$ cat src/rtl/arb_pkg.sv
// Shared helpers for the N-channel buffered arbiter: width derivations used by
// the top and the per-channel FIFOs.
package arb_pkg;

    function automatic int clog2(input int value);
        int r;
        r = 0;
        while ((1 << r) < value) r++;
        return r;
    endfunction

    // Channel-index width; a single bit is kept even for degenerate counts.
    function automatic int chanWidth(input int n);
        return (clog2(n) < 1) ? 1 : clog2(n);
    endfunction

endpackage

$ cat src/rtl/arb_mux_n_chan_fifo.sv
// Per-channel synchronous FIFO with registered occupancy count and a
// combinational head word; full FIFOs refuse pushes, empty ones ignore pops.
module chan_fifo
    import arb_pkg::*;
#(
    parameter int WIDTH = 64,
    parameter int DEPTH = 8,
    localparam int CNT_W = clog2(DEPTH + 1)
) (
    input  logic             clk,
    input  logic             rstN,
    input  logic             push,
    input  logic             pop,
    input  logic [WIDTH-1:0] wrData,
    output logic [WIDTH-1:0] head,
    output logic [CNT_W-1:0] count,
    output logic             empty
);

    localparam int PTR_W = clog2(DEPTH);

    logic [WIDTH-1:0] mem [DEPTH];
    logic [PTR_W-1:0] wrPtr;
    logic [PTR_W-1:0] rdPtr;
    logic             full;
    logic             doPush;
    logic             doPop;

    assign full   = (count == CNT_W'(DEPTH));
    assign empty  = (count == '0);
    assign doPush = push && !full;
    assign doPop  = pop && !empty;
    assign head   = mem[rdPtr];

    // DEPTH is a power of two, so the pointers wrap on their own.
    always_ff @(posedge clk) begin
        if (!rstN) begin
            wrPtr <= '0;
            rdPtr <= '0;
            count <= '0;
        end else begin
            if (doPush) wrPtr <= wrPtr + 1'b1;
            if (doPop)  rdPtr <= rdPtr + 1'b1;
            case ({doPush, doPop})
                2'b10:   count <= count + 1'b1;
                2'b01:   count <= count - 1'b1;
                default: count <= count;
            endcase
        end
    end

    always_ff @(posedge clk) begin
        if (rstN && doPush) mem[wrPtr] <= wrData;
    end

endmodule

$ cat src/rtl/arb_mux_n.sv
// N-channel buffered arbiter: per-channel FIFOs drained one word per cycle by a
// round-robin arbiter with burst hold into a ready/valid output register.
module arb_mux_n
    import arb_pkg::*;
#(
    parameter int N        = 3,
    parameter int WIDTH    = 64,
    parameter int DEPTH    = 8,
    parameter int HOLD_MAX = 1,
    localparam int CH_W    = chanWidth(N)
) (
    input  logic               CLK,
    input  logic               SynReset_N,
    input  logic [N-1:0]       i_DataValid,
    input  logic [N*WIDTH-1:0] i_DataIn,
    output logic [N-1:0]       o_DataGrant,
    input  logic               i_DataGrant_D,
    output logic               o_DataValid_D,
    output logic [WIDTH-1:0]   o_DataOut_D,
    output logic [CH_W-1:0]    o_DataChan_D
);

    localparam int RUN_W = clog2(HOLD_MAX + 1);
    localparam int CNT_W = clog2(DEPTH + 1);
    localparam logic [RUN_W-1:0] RUN_MAX = RUN_W'(HOLD_MAX);
    localparam logic [CH_W-1:0]  LAST_CH = CH_W'(N - 1);

    // Run length saturates so a lone busy channel cannot wrap back under the hold limit.
    function automatic logic [RUN_W-1:0] satInc(input logic [RUN_W-1:0] v);
        return (v == RUN_MAX) ? v : v + 1'b1;
    endfunction

    logic [WIDTH-1:0] heads  [N];
    logic [CNT_W-1:0] counts [N];
    logic [N-1:0]     empties;
    logic [N-1:0]     popVec;

    logic [CH_W-1:0]  cur;
    logic [RUN_W-1:0] run;
    logic [CH_W-1:0]  sel;
    logic             pop;

    logic             vld_p1;
    logic [WIDTH-1:0] data_p1;
    logic [CH_W-1:0]  chan_p1;

    for (genvar k = 0; k < N; k++) begin : gFifo
        chan_fifo #(
            .WIDTH(WIDTH),
            .DEPTH(DEPTH)
        ) uFifo (
            .clk   (CLK),
            .rstN  (SynReset_N),
            .push  (i_DataValid[k]),
            .pop   (popVec[k]),
            .wrData(i_DataIn[k*WIDTH +: WIDTH]),
            .head  (heads[k]),
            .count (counts[k]),
            .empty (empties[k])
        );
        assign o_DataGrant[k] = (counts[k] != CNT_W'(DEPTH));
    end

    // Stay on cur while under the hold limit, else scan cur+1.. with cur last.
    always_comb begin
        logic            found;
        logic [CH_W-1:0] idx;
        sel   = cur;
        found = !empties[cur] && (run < RUN_MAX);
        idx   = cur;
        for (int k = 1; k <= N; k++) begin
            idx = CH_W'((int'(cur) + k) % N);
            if (!found && !empties[idx]) begin
                sel   = idx;
                found = 1'b1;
            end
        end
    end

    assign pop    = (|(~empties)) && (!vld_p1 || i_DataGrant_D);
    assign popVec = pop ? (N'(1) << sel) : '0;

    // Stage p1: output register, advanced only when empty or accepted downstream.
    always_ff @(posedge CLK) begin
        if (!SynReset_N) begin
            cur     <= LAST_CH;
            run     <= RUN_MAX;
            vld_p1  <= 1'b0;
            data_p1 <= '0;
            chan_p1 <= '0;
        end else if (pop) begin
            if (sel == cur) begin
                run <= satInc(run);
            end else begin
                cur <= sel;
                run <= RUN_W'(1);
            end
            vld_p1  <= 1'b1;
            data_p1 <= heads[sel];
            chan_p1 <= sel;
        end else if (i_DataGrant_D) begin
            vld_p1 <= 1'b0;
        end
    end

    assign o_DataValid_D = vld_p1;
    assign o_DataOut_D   = data_p1;
    assign o_DataChan_D  = chan_p1;

endmodule

$ cat config.mk
export PLATFORM = sky130hd
export DESIGN_NAME = arb_mux_n
export DESIGN_NICKNAME = d
export VERILOG_FILES = /design/src/rtl/arb_pkg.sv /design/src/rtl/arb_mux_n_chan_fifo.sv /design/src/rtl/arb_mux_n.sv
export SDC_FILE = /design/constraint.sdc
export NUM_CORES = 1
export LEC_CHECK = 0
export BUFFER_PORTS_ARGS = -buffer_cell sky130_fd_sc_hd__buf_4
export CAP_MARGIN = 0
export CORE_UTILIZATION = 50
export DETAILED_ROUTE_END_ITERATION = 10
export GPL_ROUTABILITY_DRIVEN = 0
export GPL_TIMING_DRIVEN = 0
export PLACE_DENSITY_LB_ADDON = 0.05
export SYNTH_ARGS = -nofsm -noshare
export SYNTH_HDL_FRONTEND = slang
export SYNTH_HIERARCHICAL = 1
export SYNTH_SLANG_ARGS = --single-unit
$ cat constraint.sdc
create_clock -name CLK -period 7.5 [get_ports CLK]
set_input_delay 0.375 -clock CLK [delete_from_list [all_inputs] [get_ports CLK]]
set_output_delay 0.375 -clock CLK [all_outputs]
set_load 0.01 [all_outputs]
Word-level counts from Yosys, hierarchy flattened
Memories as Yosys holds them, arrays and structs flattened. A register that Yosys moved wholly into a read port is not among the register bits.
Cells that the tools add are included.
- add/sub/neg operators: 16
- div/mod/pow operators: 3
- $lt $le $gt $ge: 6
- equality and inequality tests: 13
- shift-type cells: 1
- muxes and demuxes: 36
- bitwise gates (word level): 3
- reduce and logical (&&, ||, !) cells: 38
- operators with widths (cell ; number):
    $bmux 64 s2 ; 1
    $mux 64 ; 2
    $mod 32x3->32 const B ; 3
    $pmux 4 s2 ; 3
    $mux 3 ; 7
    $add 3x1->3 const B ; 6
    $mux 1 ; 16
    $logic_and 1x1->1 ; 14
    $logic_not 1->1 ; 14
    $add 4x1->4 const B ; 3
    $eq 4x4->1 const B ; 3
    $logic_not 4->1 ; 3
    $lt 2x3->1 const B ; 4
    $ne 4x4->1 const B ; 3
    $sub 4x1->4 const B ; 3
    $bmux 1 s2 ; 4
    $reduce_bool 2->1 ; 4
    $add 2x2->3 const B ; 2
    $eq 2x1->1 const B ; 3
    $eq 2x2->1 const B ; 3
    $mux 2 ; 3
    $add 2x1->3 const B ; 1
    $ge 3x3->1 const B ; 1
    $not 2->3 ; 1
    9 further kinds ; 9
- flip-flop bits (word level): 100
- RAM bits: 1536
- bits of input ports: 198
- output and inout bits: 70
- word-level logic and storage cells: 133
- memories: 3
- memories (name ; words ; bits a word ; rd ports ; clocked after memory_dff ; wr ports ; RTL line ; source):
    gFifo[0].uFifo.mem ; 8 ; 64 ; 1 ; 1 ; 1 ; arb_mux_n_chan_fifo.sv:22 ; logic [WIDTH-1:0] mem [DEPTH];
    gFifo[1].uFifo.mem ; 8 ; 64 ; 1 ; 1 ; 1 ; arb_mux_n_chan_fifo.sv:22 ;
    gFifo[2].uFifo.mem ; 8 ; 64 ; 1 ; 1 ; 1 ; arb_mux_n_chan_fifo.sv:22 ;

Longest topological paths before layout
- depth in word-level cells: 19
- depth in mapped cells: 19
- gate-level depth less buffers: 17

Hierarchy
The synthesis kept the hierarchy.
- by module, submodules not included (module ; instances ; cells an instance ; area an instance (sq um) ; sequential area each (sq um)):
    chan_fifo ; 3 ; 814 ; 19869.1 ; 15635.0
    arb_mux_n ; 1 ; 408 ; 4061.4 ; 1381.3

Least setup slack after synthesis
OpenSTA, ideal clock, no wires.
- kind: register to register
- start: register gFifo[0].uFifo.count[1]
- end: memory gFifo[0].uFifo.mem[1][0] (enable)
- setup time: 565 ps
- data arrival time: 5168 ps
- required time: 6935 ps
- slack: 1767 ps
- cell stages (with the launch flop): 4
- path buffers: 0
- clock period less this slack: 5733 ps
- path through: dfxtp_1 > o41a_1 > nand2_1 > nor3_1
- cells in the longest elaborated chain, start to end: 6
- ends and longest elaborated chain (element ; RTL line ; source):
    from (decl) ; arb_mux_n_chan_fifo.sv:16 ; output logic [CNT_W-1:0] count,
    from (signal assigned) ; arb_mux_n_chan_fifo.sv:45 ; 2'b10: count <= count + 1'b1;
    from (signal assigned) ; arb_mux_n_chan_fifo.sv:46 ; 2'b01: count <= count - 1'b1;
    from (signal assigned) ; arb_mux_n_chan_fifo.sv:47 ; default: count <= count;
    $eq 4x4->1 ; arb_mux_n_chan_fifo.sv:29 ; assign full = (count == CNT_W'(DEPTH));
    $logic_not 1->1 ; arb_mux_n_chan_fifo.sv:31 ; assign doPush = push && !full;
    $logic_and 1x1->1 ; arb_mux_n_chan_fifo.sv:31 ;
    $logic_and 1x1->1 ; arb_mux_n_chan_fifo.sv:53 ; if (rstN && doPush) mem[wrPtr] <= wrData;
    $mux 1 ; arb_mux_n_chan_fifo.sv:53 ;
    $mux 1 (not written as such) ; arb_mux_n_chan_fifo.sv:53 ;
    to (decl) ; arb_mux_n_chan_fifo.sv:22 ;
Every way passes these cells.

Worst setup path in the final report
- start: register gFifo[1].uFifo.count[0]
- end: register gFifo[2].uFifo.count[2]
- cells in the longest elaborated chain, start to end: 19
- elaborated cells on any way between the ends: 35
- those cells by class: 2 x eq/ne; 1 x shift; 15 x mux; 1 x bitwise; 16 x reduce/logical
- ends and longest elaborated chain (element ; RTL line ; source):
    from (decl) ; arb_mux_n_chan_fifo.sv:16 ;
    from (signal assigned) ; arb_mux_n_chan_fifo.sv:45 ;
    from (signal assigned) ; arb_mux_n_chan_fifo.sv:46 ;
    from (signal assigned) ; arb_mux_n_chan_fifo.sv:47 ;
    $logic_not 4->1 * ; arb_mux_n_chan_fifo.sv:30 ; assign empty = (count == '0);
    net empties[1] ; arb_mux_n.sv:35 ; logic [N-1:0] empties;
    $bmux 1 s2 ; arb_mux_n.sv:69 ; found = !empties[cur] && (run < RUN_MAX);
    $mux 1 (not written as such) ; arb_mux_n.sv:69 ;
    $logic_not 1->1 ; arb_mux_n.sv:69 ;
    $logic_and 1x1->1 ; arb_mux_n.sv:69 ;
    $logic_not 1->1 ; arb_mux_n.sv:73 ; if (!found && !empties[idx]) begin
    $logic_and 1x1->1 ; arb_mux_n.sv:73 ;
    (+6 left out) ; n/a ;
    $mux 2 ; arb_mux_n.sv:73 ;
    $shl 1x2->3 ; arb_mux_n.sv:81 ; assign popVec = pop ? (N'(1) << sel) : '0;
    $mux 3 * ; arb_mux_n.sv:81 ;
    net popVec[2] ; arb_mux_n.sv:36 ; logic [N-1:0] popVec;
    $logic_and 1x1->1 * ; arb_mux_n_chan_fifo.sv:32 ; assign doPop = pop && !empty;
    net gFifo[2].uFifo.doPop ; arb_mux_n_chan_fifo.sv:27 ; logic doPop;
    $eq 2x1->1 / $eq 2x2->1 (equally long branches) ; arb_mux_n_chan_fifo.sv:44 ; case ({doPush, doPop})
    $pmux 4 s2 / $reduce_bool 2->1 (equally long branches) ; n/a ;
    to (signal assigned) ; arb_mux_n_chan_fifo.sv:45 ;
    to (signal assigned) ; arb_mux_n_chan_fifo.sv:46 ;
    to (signal assigned) ; arb_mux_n_chan_fifo.sv:47 ;
    to (decl) ; arb_mux_n_chan_fifo.sv:16 ;
The timed path passes the listed nets; every way through them passes the cells marked *. The select of a mux whose other input is x is not followed.
A chain may end at the register's enable or synchronous reset.

==> results.json <==
{
  "outcome": "complete, no violations",
  "yosysWarnings": 6,
  "grt_usage_pct": 24.34,
  "path_cells": "nor4_1, mux2i_1, nor4_4, o21ai_2, a2bb2oi_4, buf_6, buf_8, nand2_1, nor2_1, nand2b_1, inv_1, ha_1, xor2_1, ha_1, a21oi_1, xor2_1, or3_1, a21boi_0",
  "path_max_fanout": 10,
  "wire_per_inst_microns": 28.42,
  "multi_input_area_sq_mm": 0.01432,
  "grt_util_met2_pct": 39.58,
  "tritoncts.num_buffers": 168,
  "fillers": 8950,
  "firstDrtPassIters": 5,
  "worstSetupStartpointType": "flip-flop",
  "pin_count": 268,
  "yosysTopAreaCell": "edfxtp_1",
  "final_nets": 3868,
  "p_leak_nw": 25.44,
  "cts_sinks": 1644,
  "clk_pin_slew_ns": 0.06,
  "async_reset_ff_share_pct": 0,
  "top_usage_layer": "met2",
  "core_sq_mm": 0.1259,
  "h-tree-depth": 4,
  "synth-seq-cells": 1644,
  "period_minus_slack_ns": 5.410,
  "ctsHoldBuffers": 196,
  "final_common_cell": "edfxtp_1",
  "worstMarginPinSlew_ns": 1.304,
  "dp.cells": 4935,
  "dieHeight_microns": 358.8,
  "synth_area_sq_mm": 0.06367,
  "synth_top_area_share_pct": 72.44,
  "synth_cells": 2850,
  "worstSetupPathType": "reg2reg",
  "synthFlopType": "edfxtp_1",
  "grt_overflow_total": 0,
  "clock_path_buffers": 3,
  "cpMaxStageDelayCell": "nor4_1",
  "antenna_found_initial": 26,
  "critPathBufInv": 3,
  "setup_viol": 0,
  "setup_slack_ns": 2.090,
  "drt.antenna.violating_nets": 0,
  "dieArea_sq_mm": 0.1288,
  "vias": 31240,
  "syn-num-nets": 3067,
  "end_kind": "flip-flop",
  "synth_seq_area_share_pct": 75.84,
  "skew_ns": 0.02073,
  "finalNonFillerCells": 5443,
  "grt_use_met3_pct": 4.231,
  "area.sequential_sq_mm": 0.04829,
  "reg2reg_depth": 18,
  "holdPathStages": 4,
  "yosys-top-cells-area": "edfxtp_1 72%, mux4_2 14%, dfxtp_1 3.4%",
  "synth_edf_count": 1536,
  "root_buffer": "clkbuf_16",
  "drive_gt1_share_pct": 36.96,
  "relSlewSlack_pct": 13.07,
  "rsz0062_at_grt": "no",
  "vdd_ir_drop_max_mv": 0.2453,
  "cp.depth": 18,
  "synth.avg_cell_area_sq_um": 22.34,
  "initial_core_util_pct": 50.57,
  "dp_hpwl_mm": 107.4,
  "grt_first_pass_wirelength_mm": 224.3,
  "fmax_mhz": 184.9,
  "drv_cap": 0,
  "cellPowerDensity_mw_per_mm2": 321.8,
  "hold_viol_final": 0,
  "slew_violations": 0,
  "finalSetupTns_ns": 0,
  "cts_setup_buffers": 0,
  "preCtsSetupSlack_ns": 2.158,
  "critPathTopFamily": "simple AND/OR/NAND/NOR gates",
  "final_cell_mix": "1536 x edfxtp_1, 384 x mux4_2, 292 x buf_4",
  "drt-initial-drc-count": 2884,
  "clk_latency_ns": 0.79,
  "ctsResizeCount": 0,
  "viasPerCell": 5.740,
  "wirelength_mm": 154.7,
  "gr-usage-met1_pct": 33.88,
  "power_w": 0.02482,
  "grt_max_degree": 26,
  "min_path_type": "in2reg",
  "die_w_microns": 358.8,
  "area_growth_pct": 21.14,
  "cp_data_required_time_ns": 8.21,
  "slowest_delay_ns": 1.03,
  "row_count": 130,
  "finalCritPeriodShare_pct": 72.13,
  "cts_tree": "built",
  "io_buffers": 267,
  "drc": 0,
  "synth_cell_types": 49,
  "grt_pass1_vias": 32690,
  "cp.arrival_ns": 6.12
}
==> worst reg2reg max path: cells and delay by family, from the launching register on <==
kind | cells | cell delay, ns
mux | 1 | 0.34
compound gates | 4 | 0.70
xor+xnor | 2 | 0.33
simple gates | 6 | 2.33
flops | 1 | 0.38
fa+ha+maj | 2 | 0.47
buf+inv | 3 | 0.78
==> power breakdown <==
part | internal, W | total, W | leakage, nW | switching, W
clock | 0.00455 | 0.00792 | 2.54 | 0.00337
sequential | 0.0104 | 0.0106 | 14.8 | 0.000204
combinational | 0.00281 | 0.00627 | 8.13 | 0.00346
total | 0.0178 | 0.0248 | 25.4 | 0.00703
==> routing by layer <==
| metal | vias to the layer above | part of all wire (%) |
|---|---|---|
| li1 | 13490 | - |
| met1 | 16620 | 43 |
| met2 | 872 | 49 |
| met3 | 237 | 5.4 |
| met4 | 22 | 2.6 |
| met5 | - | 0.085 |
==> path summary, 6_finish.rpt <==
kind                            slack (ns)                     from                       to
worst min-delay path                  0.09           i_DataValid[2]  gFifo[2].uFifo/wrPtr[1]
worst max-delay path                  2.09  gFifo[1].uFifo/count[0]  gFifo[2].uFifo/count[2]
worst min register to register        0.47          o_DataOut_D[34]          o_DataOut_D[34]
worst max register to register        2.09  gFifo[1].uFifo/count[0]  gFifo[2].uFifo/count[2]
==> flip-flops by register name, summed over array words and instances (netlist names), named ones only <==
| name | count |
|---|---|
| gFifo.uFifo/mem | 1536 |
| o_DataOut_D | 64 |
| gFifo.uFifo/count | 12 |
| gFifo.uFifo/rdPtr | 9 |
| gFifo.uFifo/wrPtr | 9 |
| cur | 2 |
| o_DataChan_D | 2 |
| o_DataValid_D | 1 |
==> through the flow <==
step	util (%)	cell area [sq um]	hold slack, ns
global route	61.26	77120	0.07874
detailed placement	55.56	69940	0.4591
finish	61.26	77130	0.08540
global placement	53.80	67740	0.4559
floorplan	-	63670	0.4550
CTS	61.24	77100	0.009969
==> area by class of cell <==
cell class                 instances  area share, %
multi-input combinational        993          18.57
sequential                      1644          62.60
clock inverter                    81         0.8062
timing repair buffer             631          7.817
clock buffer                     220          5.932
buffer                           136          1.183
inverter                          77         0.3747
antenna                           11        0.03569
tap                             1650          2.677
==> cell families after synthesis <==
| group | count (synthesis) | synth area share (%) |
|---|---|---|
| compound gates | 113 | 2.061 |
| simple gates | 195 | 1.474 |
| fa+ha+maj | 19 | 0.3734 |
| xor+xnor | 15 | 0.2063 |
| mux | 651 | 18.16 |
| buf+inv | 213 | 1.887 |
| flops | 1644 | 75.84 |
==> cells in the mapped netlist, types with 4 or more instances <==
cell type  count
o221ai_2      60
nor2b_1       17
nor3_1        18
a21boi_0      12
mux2_2       192
buf_2         18
clkbuf_1      38
or3_1          6
a21oi_1        8
edfxtp_1    1536
buf_6         44
ha_1          19
dfxtp_1      108
nand2_1      102
and2_1        14
nor2_1        12
xor2_1         9
nand3_1        4
buf_1         27
inv_1         77
o21ai_0        6
mux2i_1       75
o221ai_1       4
buf_4          7
xnor2_1        6
nand2b_1      10
mux4_2       384
No activity file was read; power rests on OpenSTA's default activity.
